[config.mk]
export PLATFORM = sky130hd
export DESIGN_NAME = arb4_mux_ctrl_flat
export DESIGN_NICKNAME = d
export VERILOG_FILES = /design/src/rtl/arb4_mux_ctrl_if.sv /design/src/rtl/arb4_mux_ctrl.sv /design/src/flat_wrapper.sv
export SDC_FILE = /design/constraint.sdc
export NUM_CORES = 1
export LEC_CHECK = 0
export ABC_AREA = 1
export BUFFER_PORTS_ARGS = -buffer_cell sky130_fd_sc_hd__buf_4
export CORE_ASPECT_RATIO = 2
export CORE_MARGIN = 8
export CORE_UTILIZATION = 34
export CTS_BUF_LIST = sky130_fd_sc_hd__clkbuf_16
export CTS_CLUSTER_SIZE = 14
export DETAILED_ROUTE_END_ITERATION = 6
export PLACE_DENSITY = 0.64
export SYNTH_ARGS = -nofsm -noshare
export SYNTH_HDL_FRONTEND = slang
export SYNTH_SLANG_ARGS = --single-unit
[constraint.sdc]
create_clock -name clk -period 1.8 [get_ports clk]
set_input_delay 0 -clock clk [delete_from_list [all_inputs] [get_ports clk]]
set_output_delay 0 -clock clk [all_outputs]
set_load 0.05 [all_outputs]
[src/rtl/arb4_mux_ctrl_if.sv]
// Control bundle between the 4:1 mux arbiter and its requesters/consumer.
// The arbiter side uses master; the requester/consumer side uses slave.
interface arb4_mux_ctrl_if;
  logic [3:0] req;
  logic [1:0] sel;
  logic [3:0] grant;
  logic       out_valid;
  logic       out_ready;
  logic [3:0] ack;
  logic       busy;

  modport master (
    input  req, out_ready,
    output sel, grant, out_valid, ack, busy
  );

  modport slave (
    output req, out_ready,
    input  sel, grant, out_valid, ack, busy
  );
endinterface

[src/rtl/arb4_mux_ctrl.sv]
// Round-robin owner selection and burst sequencing for a shared 4:1 data mux.
// Grants are held for at most MAX_BURST accepted words or until the owner withdraws.
module arb4_mux_ctrl #(
  parameter int unsigned MAX_BURST = 4
) (
  input  logic              clk,
  input  logic              rst,
  arb4_mux_ctrl_if.master   bus
);

  localparam int unsigned N_REQ = 4;
  localparam int unsigned SEL_W = 2;
  localparam int unsigned CNT_W = 4;

  localparam logic [0:0] ST_IDLE  = 1'b0;
  localparam logic [0:0] ST_SERVE = 1'b1;

  logic [0:0]       state_q, state_d;
  logic [SEL_W-1:0] sel_q,   sel_d;
  logic [SEL_W-1:0] ptr_q,   ptr_d;
  logic [CNT_W-1:0] cnt_q,   cnt_d;

  logic [SEL_W-1:0] win_idx;
  logic [SEL_W-1:0] cand;
  logic             win_found;

  logic [N_REQ-1:0] grant_c;
  logic [N_REQ-1:0] ack_c;
  logic             out_valid_c;
  logic             busy_c;
  logic             accept_c;
  logic             last_c;

  // First requester at or after ptr, wrapping modulo 4.
  always_comb begin
    win_found = 1'b0;
    win_idx   = ptr_q;
    cand      = ptr_q;
    for (int unsigned k = 0; k < N_REQ; k++) begin
      cand = ptr_q + SEL_W'(k);
      if (!win_found && bus.req[cand]) begin
        win_found = 1'b1;
        win_idx   = cand;
      end
    end
  end

  always_ff @(posedge clk) begin
    if (rst) begin
      state_q <= ST_IDLE;
      sel_q   <= '0;
      ptr_q   <= '0;
      cnt_q   <= '0;
    end else begin
      state_q <= state_d;
      sel_q   <= sel_d;
      ptr_q   <= ptr_d;
      cnt_q   <= cnt_d;
    end
  end

  always_comb begin
    state_d     = state_q;
    sel_d       = sel_q;
    ptr_d       = ptr_q;
    cnt_d       = cnt_q;
    grant_c     = '0;
    ack_c       = '0;
    out_valid_c = 1'b0;
    busy_c      = 1'b0;
    accept_c    = 1'b0;
    last_c      = 1'b0;

    case (state_q)
      ST_IDLE: begin
        if (win_found) begin
          sel_d   = win_idx;
          cnt_d   = '0;
          state_d = ST_SERVE;
        end
      end
      ST_SERVE: begin
        grant_c     = N_REQ'(1) << sel_q;
        busy_c      = 1'b1;
        out_valid_c = bus.req[sel_q];
        accept_c    = out_valid_c && bus.out_ready;
        last_c      = (5'(cnt_q) + 5'd1) == 5'(MAX_BURST);
        if (!out_valid_c) begin
          // Owner withdrew: abandon the word, no acknowledge.
          state_d = ST_IDLE;
          ptr_d   = sel_q + SEL_W'(1);
        end else if (accept_c) begin
          ack_c = grant_c;
          cnt_d = cnt_q + CNT_W'(1);
          if (last_c) begin
            state_d = ST_IDLE;
            ptr_d   = sel_q + SEL_W'(1);
          end
        end
      end
      default: state_d = ST_IDLE;
    endcase
  end

  // An accept coinciding with reset is discarded.
  assign bus.ack       = rst ? '0 : ack_c;
  assign bus.grant     = grant_c;
  assign bus.out_valid = out_valid_c;
  assign bus.busy      = busy_c;
  assign bus.sel       = sel_q;

endmodule

[src/flat_wrapper.sv]
// flat-port wrapper written by rule: the top's interface ports become plain ports
module arb4_mux_ctrl_flat 
#(
  parameter int unsigned MAX_BURST = 4
)
  (clk, rst, bus_req, bus_out_ready, bus_sel, bus_grant, bus_out_valid, bus_ack, bus_busy);
  arb4_mux_ctrl_if bus_i ();
  input  logic clk;
  input  logic rst;
  input wire logic [$bits(bus_i.req)-1:0] bus_req;
  input wire logic [$bits(bus_i.out_ready)-1:0] bus_out_ready;
  output wire logic [$bits(bus_i.sel)-1:0] bus_sel;
  output wire logic [$bits(bus_i.grant)-1:0] bus_grant;
  output wire logic [$bits(bus_i.out_valid)-1:0] bus_out_valid;
  output wire logic [$bits(bus_i.ack)-1:0] bus_ack;
  output wire logic [$bits(bus_i.busy)-1:0] bus_busy;
  assign bus_i.req = bus_req;
  assign bus_i.out_ready = bus_out_ready;
  assign bus_sel = bus_i.sel;
  assign bus_grant = bus_i.grant;
  assign bus_out_valid = bus_i.out_valid;
  assign bus_ack = bus_i.ack;
  assign bus_busy = bus_i.busy;
  arb4_mux_ctrl #(.MAX_BURST(MAX_BURST)) u_core (.clk(clk), .rst(rst), .bus(bus_i));
endmodule
After elaboration in Yosys (flattened, before gate mapping)
Index checks and enable logic that the tools add are counted.
{ "word_totals": {"output_inout_bits": 12, "regBits": 9, "in_bits": 7} }
{ "op_classes": {"shifts": 1, "muxes": 36, "n_reduce_logical": 10, "bitwise_logic": 1, "order_cmp": 5, "eq_ne": 6, "addsub": 6} }
{ "ops": {"columns": ["operator", "count"], "rows": [
  ["4-bit two-way mux", 8],
  ["2-bit by 3-bit < comparator with 1-bit output (second input constant)", 5],
  ["1-bit two-way mux", 15],
  ["2-bit two-way mux", 6],
  ["1-bit binary-select mux with 2-bit select", 5],
  ["2-bit != test (second input constant)", 4],
  ["4-bit one-hot mux with 2 select lines", 1],
  ["3-bit AND reduction", 2],
  ["4-bit by 1-bit adder with 5-bit output (second input constant)", 1],
  ["5-bit by 3-bit equality test with 1-bit output (second input constant)", 1],
  ["2-bit by 1-bit adder with 2-bit output (second input constant)", 2],
  ["2-bit adder (second input constant)", 2],
  ["4-bit by 1-bit adder with 4-bit output (second input constant)", 1],
  ["1-bit logical AND", 4],
  ["1-bit by 2-bit << shifter with 4-bit output (first input constant)", 1],
  ["1-bit logical NOT", 3],
  ["2-bit by 1-bit != test with 1-bit output (second input constant)", 1],
  ["1-bit one-hot mux with 2 select lines", 1],
  ["2-bit AND reduction", 1],
  ["1-bit inverter", 1]
]} }

Logic depth before layout (Yosys ltp)
{ "logic_depth": {"ltp_word": 14, "mapped_depth": 13} }

Least setup slack after synthesis
Ideal clock, no wire load.
{ "synth_path": {"path_type": "reg-to-reg", "from": "register u_core.sel_q[0] (netlist: u_core.bus.sel[0])", "to": "register u_core.cnt_q[3]", "path_buffers": 0, "synth_period_minus_slack_ns": 2.384, "stages_incl_launch_ff": 8, "setup_slack_ns": -0.584, "setup_ns": 0.070, "t_arrival_ns": 2.314, "required_ns": 1.730, "cell_sequence": "dfxtp_1 a21oi_1 o21ai_1 nand2_1 nor2_1 nand2_1 or2_1 a21oi_1"} }
{ "synth_between": {"elab_chain_cells": 5, "elab_cells_between_ends": 6, "cone_classes": "2 x eq/ne; 2 x mux; 2 x reduce/logical"} }
{ "synth_lines": {"columns": ["element", "line_no", "rtl"], "rows": [
  ["start, declared", "arb4_mux_ctrl.sv:19", "logic [SEL_W-1:0] sel_q, sel_d;"],
  ["start signal, assigned", "arb4_mux_ctrl.sv:56", "sel_q <= sel_d;"],
  ["1-bit binary-select mux with 2-bit select *", "arb4_mux_ctrl.sv:85", "out_valid_c = bus.req[sel_q];"],
  ["1-bit two-way mux (implied by the code) *", "arb4_mux_ctrl.sv:85", null],
  ["1-bit logical AND", "arb4_mux_ctrl.sv:86", "accept_c = out_valid_c && bus.out_ready;"],
  ["2-bit != test (no line)", null, null],
  ["3-bit AND reduction (no line) *", null, null],
  ["end signal, assigned", "arb4_mux_ctrl.sv:58", "cnt_q <= cnt_d;"],
  ["end, declared", "arb4_mux_ctrl.sv:21", "logic [CNT_W-1:0] cnt_q, cnt_d;"]
]} }
Every way passes the cells marked *; elsewhere a longest branch is shown, timed or not. The select of a mux whose other input is x is not followed.
A chain may end at the register's enable or synchronous reset.

Final worst setup path
{ "layout_path": {"from": "register u_core.ptr_q[1]", "to": "register u_core.sel_q[0] (netlist: u_core.bus.sel[0])"} }
{ "layout_between": {"elab_chain_cells": 13, "elab_cells_between_ends": 25, "cone_classes": "3 x add/sub; 15 x mux; 7 x reduce/logical"} }
{ "layout_lines": {"columns": ["element", "line_no", "rtl"], "rows": [
  ["start, declared", "arb4_mux_ctrl.sv:20", "logic [SEL_W-1:0] ptr_q, ptr_d;"],
  ["start signal, assigned", "arb4_mux_ctrl.sv:57", "ptr_q <= ptr_d;"],
  ["parallel branches: the longest is 13 deep, another holds 2-bit by 1-bit adder with 2-bit output", null, null]
]} }
Parallel ways; which one is timed is not known. The select of a mux whose other input is x is not followed.

==> flow_summary.ini <==
[run_status]
status = finished, final reports clean

[sta]
maxSlewViolCount = 0
grt_setup_unrepaired = false
setup_viol_count_final = 0
hold_viol_final = 0
relSlewSlack_pct = 82.8
fin_crit_sh_pct = 85.3
worst_slack_ps = 265
fmax_mhz = 652
worst_pin_slew_ps = 257
finalCriticalPeriod_ps = 1530
fin_tns_setup_ps = 0
final.setup_skew_ps = 1.36

[clock_network]
cts_made_buffers = 3
cts-root-buf = clkbuf_16
clock_sinks = 9
htree_levels = 1
clk_pin_slew_worst_paths_ps = 40
clock_latency_ps = 230
cts_tree = built
postCtsSetupRepairBufs = 0
clockBufferDepth = 2

[placed_design]
place_congestion = 0.797
dp.final_hpwl_um = 1810
port_buffers = 18
preCtsSetupSlack_ps = 259
placed_area_um2 = 1100

[final_layout]
fin_util_pct = 44.6
area_delta_synth_final_pct = 28.0
ff_latch_area_um2 = 184
drive_above_1_share_pct = 29.2
n_antenna_cell = 0
finalInstanceArea_um2 = 1190
fill_cells = 290
nNetsFinal = 184
multi_input_area_um2 = 644

[worst_setup_path]
path_class = reg2reg
rr_worst_depth = 11
required_ps = 1920
worst-path-max-fanout = 7
reg2reg_to = u_core.bus.sel[0]
cp.arrival_ps = 1660
worst_setup_path_start_kind = flop
crit_path_end_kind = flop
r2r_setup_slack_ps = 270
r2r-start = u_core.ptr_q[1]

[pwr]
p_leak_uw = 0.000647
vdd_drop_max_v = 0.000763
powerDensity_nw_per_um2 = 1750
p_total_uw = 2080

[synth]
synth_most_common_cell = nand2_1
synth_nets = 161
ys_top_cells_by_count = 44 x nand2_1, 19 x inv_1, 15 x nand3_1
synth_edf_count = 0
synth_seq_cells = 9
synth_ff_type = dfxtp_1
yosysTopAreaCell = dfxtp_1
yosysSeqAreaShare_pct = 19.4
netlist_area_um2 = 930
yosys-top-cells-area = dfxtp_1 19%, nand2_1 18%, nand3_1 8.1%, inv_1 7.7%, ha_1 6.7%
ys_warn_count = 0
syn_avg_cell_area_um2 = 6.24
synth.top_cell.area_share_pct = 19.4
netlist_instances = 149
ys_async_sr_fraction_pct = 0
yosysUniqueCellTypes = 21

[die]
die_area_um2 = 4770
dieWidth_um = 53.0
ios = 19
rows = 27
start_util_pct = 34.8
coreArea_um2 = 2670
dieHeight_um = 90.0

[grt]
antenna_found_initial = 0
grt_first_pass_wirelength_um = 3790
grt_usage_pct = 9.54
grt_pass1_vias = 944
overflow = 0
grt_max_degree = 14

[drt]
wirelength_um = 2180
wl_met3_um = 151
top_layer = met4
drtPass1Iterations = 4
route.met2.wl_um = 989
viasPerCell = 4.78
drc = 0
wl_per_cell_um = 10.9
postRouteAntennaNets = 0
vias = 955
wl_met1_um = 1010
drtIter0Drc = 22

[hold_path]
min_from = bus_out_ready
hold_end = u_core.cnt_q[2]
holdPathStages = 4
min_path_type = in2reg

[job]
cap_violations = 0
worst max-delay path by stage:
stage	start	endpoint	cells past startpoint
finish	u_core.ptr_q[1]	u_core.bus.sel[0]	11
global route	u_core.cnt_q[0]	u_core.ptr_q[1]	7
CTS	u_core.ptr_q[1]	u_core.bus.sel[0]	11
detailed placement	u_core.ptr_q[1]	u_core.bus.sel[0]	11
global placement	u_core.ptr_q[1]	u_core.bus.sel[0]	11
floorplan	u_core.bus.sel[0]	u_core.cnt_q[3]	7
per-stage QoR:
step,hold WS (ps),std cells
after floorplan,61.7,149
after global placement,206,195
after detailed placement,208,195
after CTS,166,200
after global routing,191,200
final,170,200
kinds of logic after synthesis:
logic type               after synthesis  share of synthesized area [%]
buffers and inverters                 26                           12.1
AO/OA/AOI/OAI                         16                           9.69
flip-flops                             9                           19.4
AND/OR/NAND/NOR                       91                           50.2
adder cells (fa/ha/maj)                5                           6.73
XOR/XNOR                               2                           1.88
sequential cells by signal, indices dropped and copies added (netlist names):
| signal | count |
|---|---|
| u_core.cnt_q | 4 |
| u_core.bus.sel | 2 |
| u_core.state_q | 1 |
| u_core.ptr_q | 2 |
what timing repair did:
item	4_1_cts	5_1_grt
gates resized for setup	0	0
endpoints found under the hold margin	4	0
hold buffers	1	0
report_power, final:
part	leakage [uW]	switching (uW)	internal [uW]
sequential	0.0000745	86.9	260
combinational	0.000530	913	435
clock	0.0000423	96.7	290
total	0.000647	1100	985
critical path: stages, from the launching register on:
cell and delay [ps]:
dfxtp_1 450, inv_2 110, nand2_1 80, nand2_2 90, nand2_4 80, nand2_4 70, nor2_8 100, nand3_4 90
nand2_4 110, inv_2 50, o21ai_1 110, nor2_1 50
cells in the final DEF (no fill, tap or decap), drive strengths merged:
| cell | n |
|---|---|
| nor2 | 15 |
| dfxtp | 9 |
| o211ai | 1 |
| ha | 5 |
| dlygate4sd3 | 1 |
| o21ai | 8 |
| inv | 24 |
| or2 | 1 |
| nand2 | 56 |
| clkbuf | 3 |
| a21oi | 7 |
| nand3 | 19 |
| buf | 20 |
| xor2 | 2 |
metal layers:
metal / track usage (%) / vias up
li1: - / 506
met1: 11.8 / 420
met2: 14.2 / 25
met3: 3.47 / 4
met4: 3.70 / 0
met5: 0 / -
cell type report:
| type | instances | area share (%) |
|---|---|---|
| clock buffer | 3 | 6.31 |
| clock inverter | 1 | 0.315 |
| inverter | 23 | 7.26 |
| multi-input combinational | 114 | 54.2 |
| sequential | 9 | 15.5 |
| tap | 29 | 3.05 |
| timing repair buffer | 21 | 13.5 |
Power figures use the tool's default switching activity.
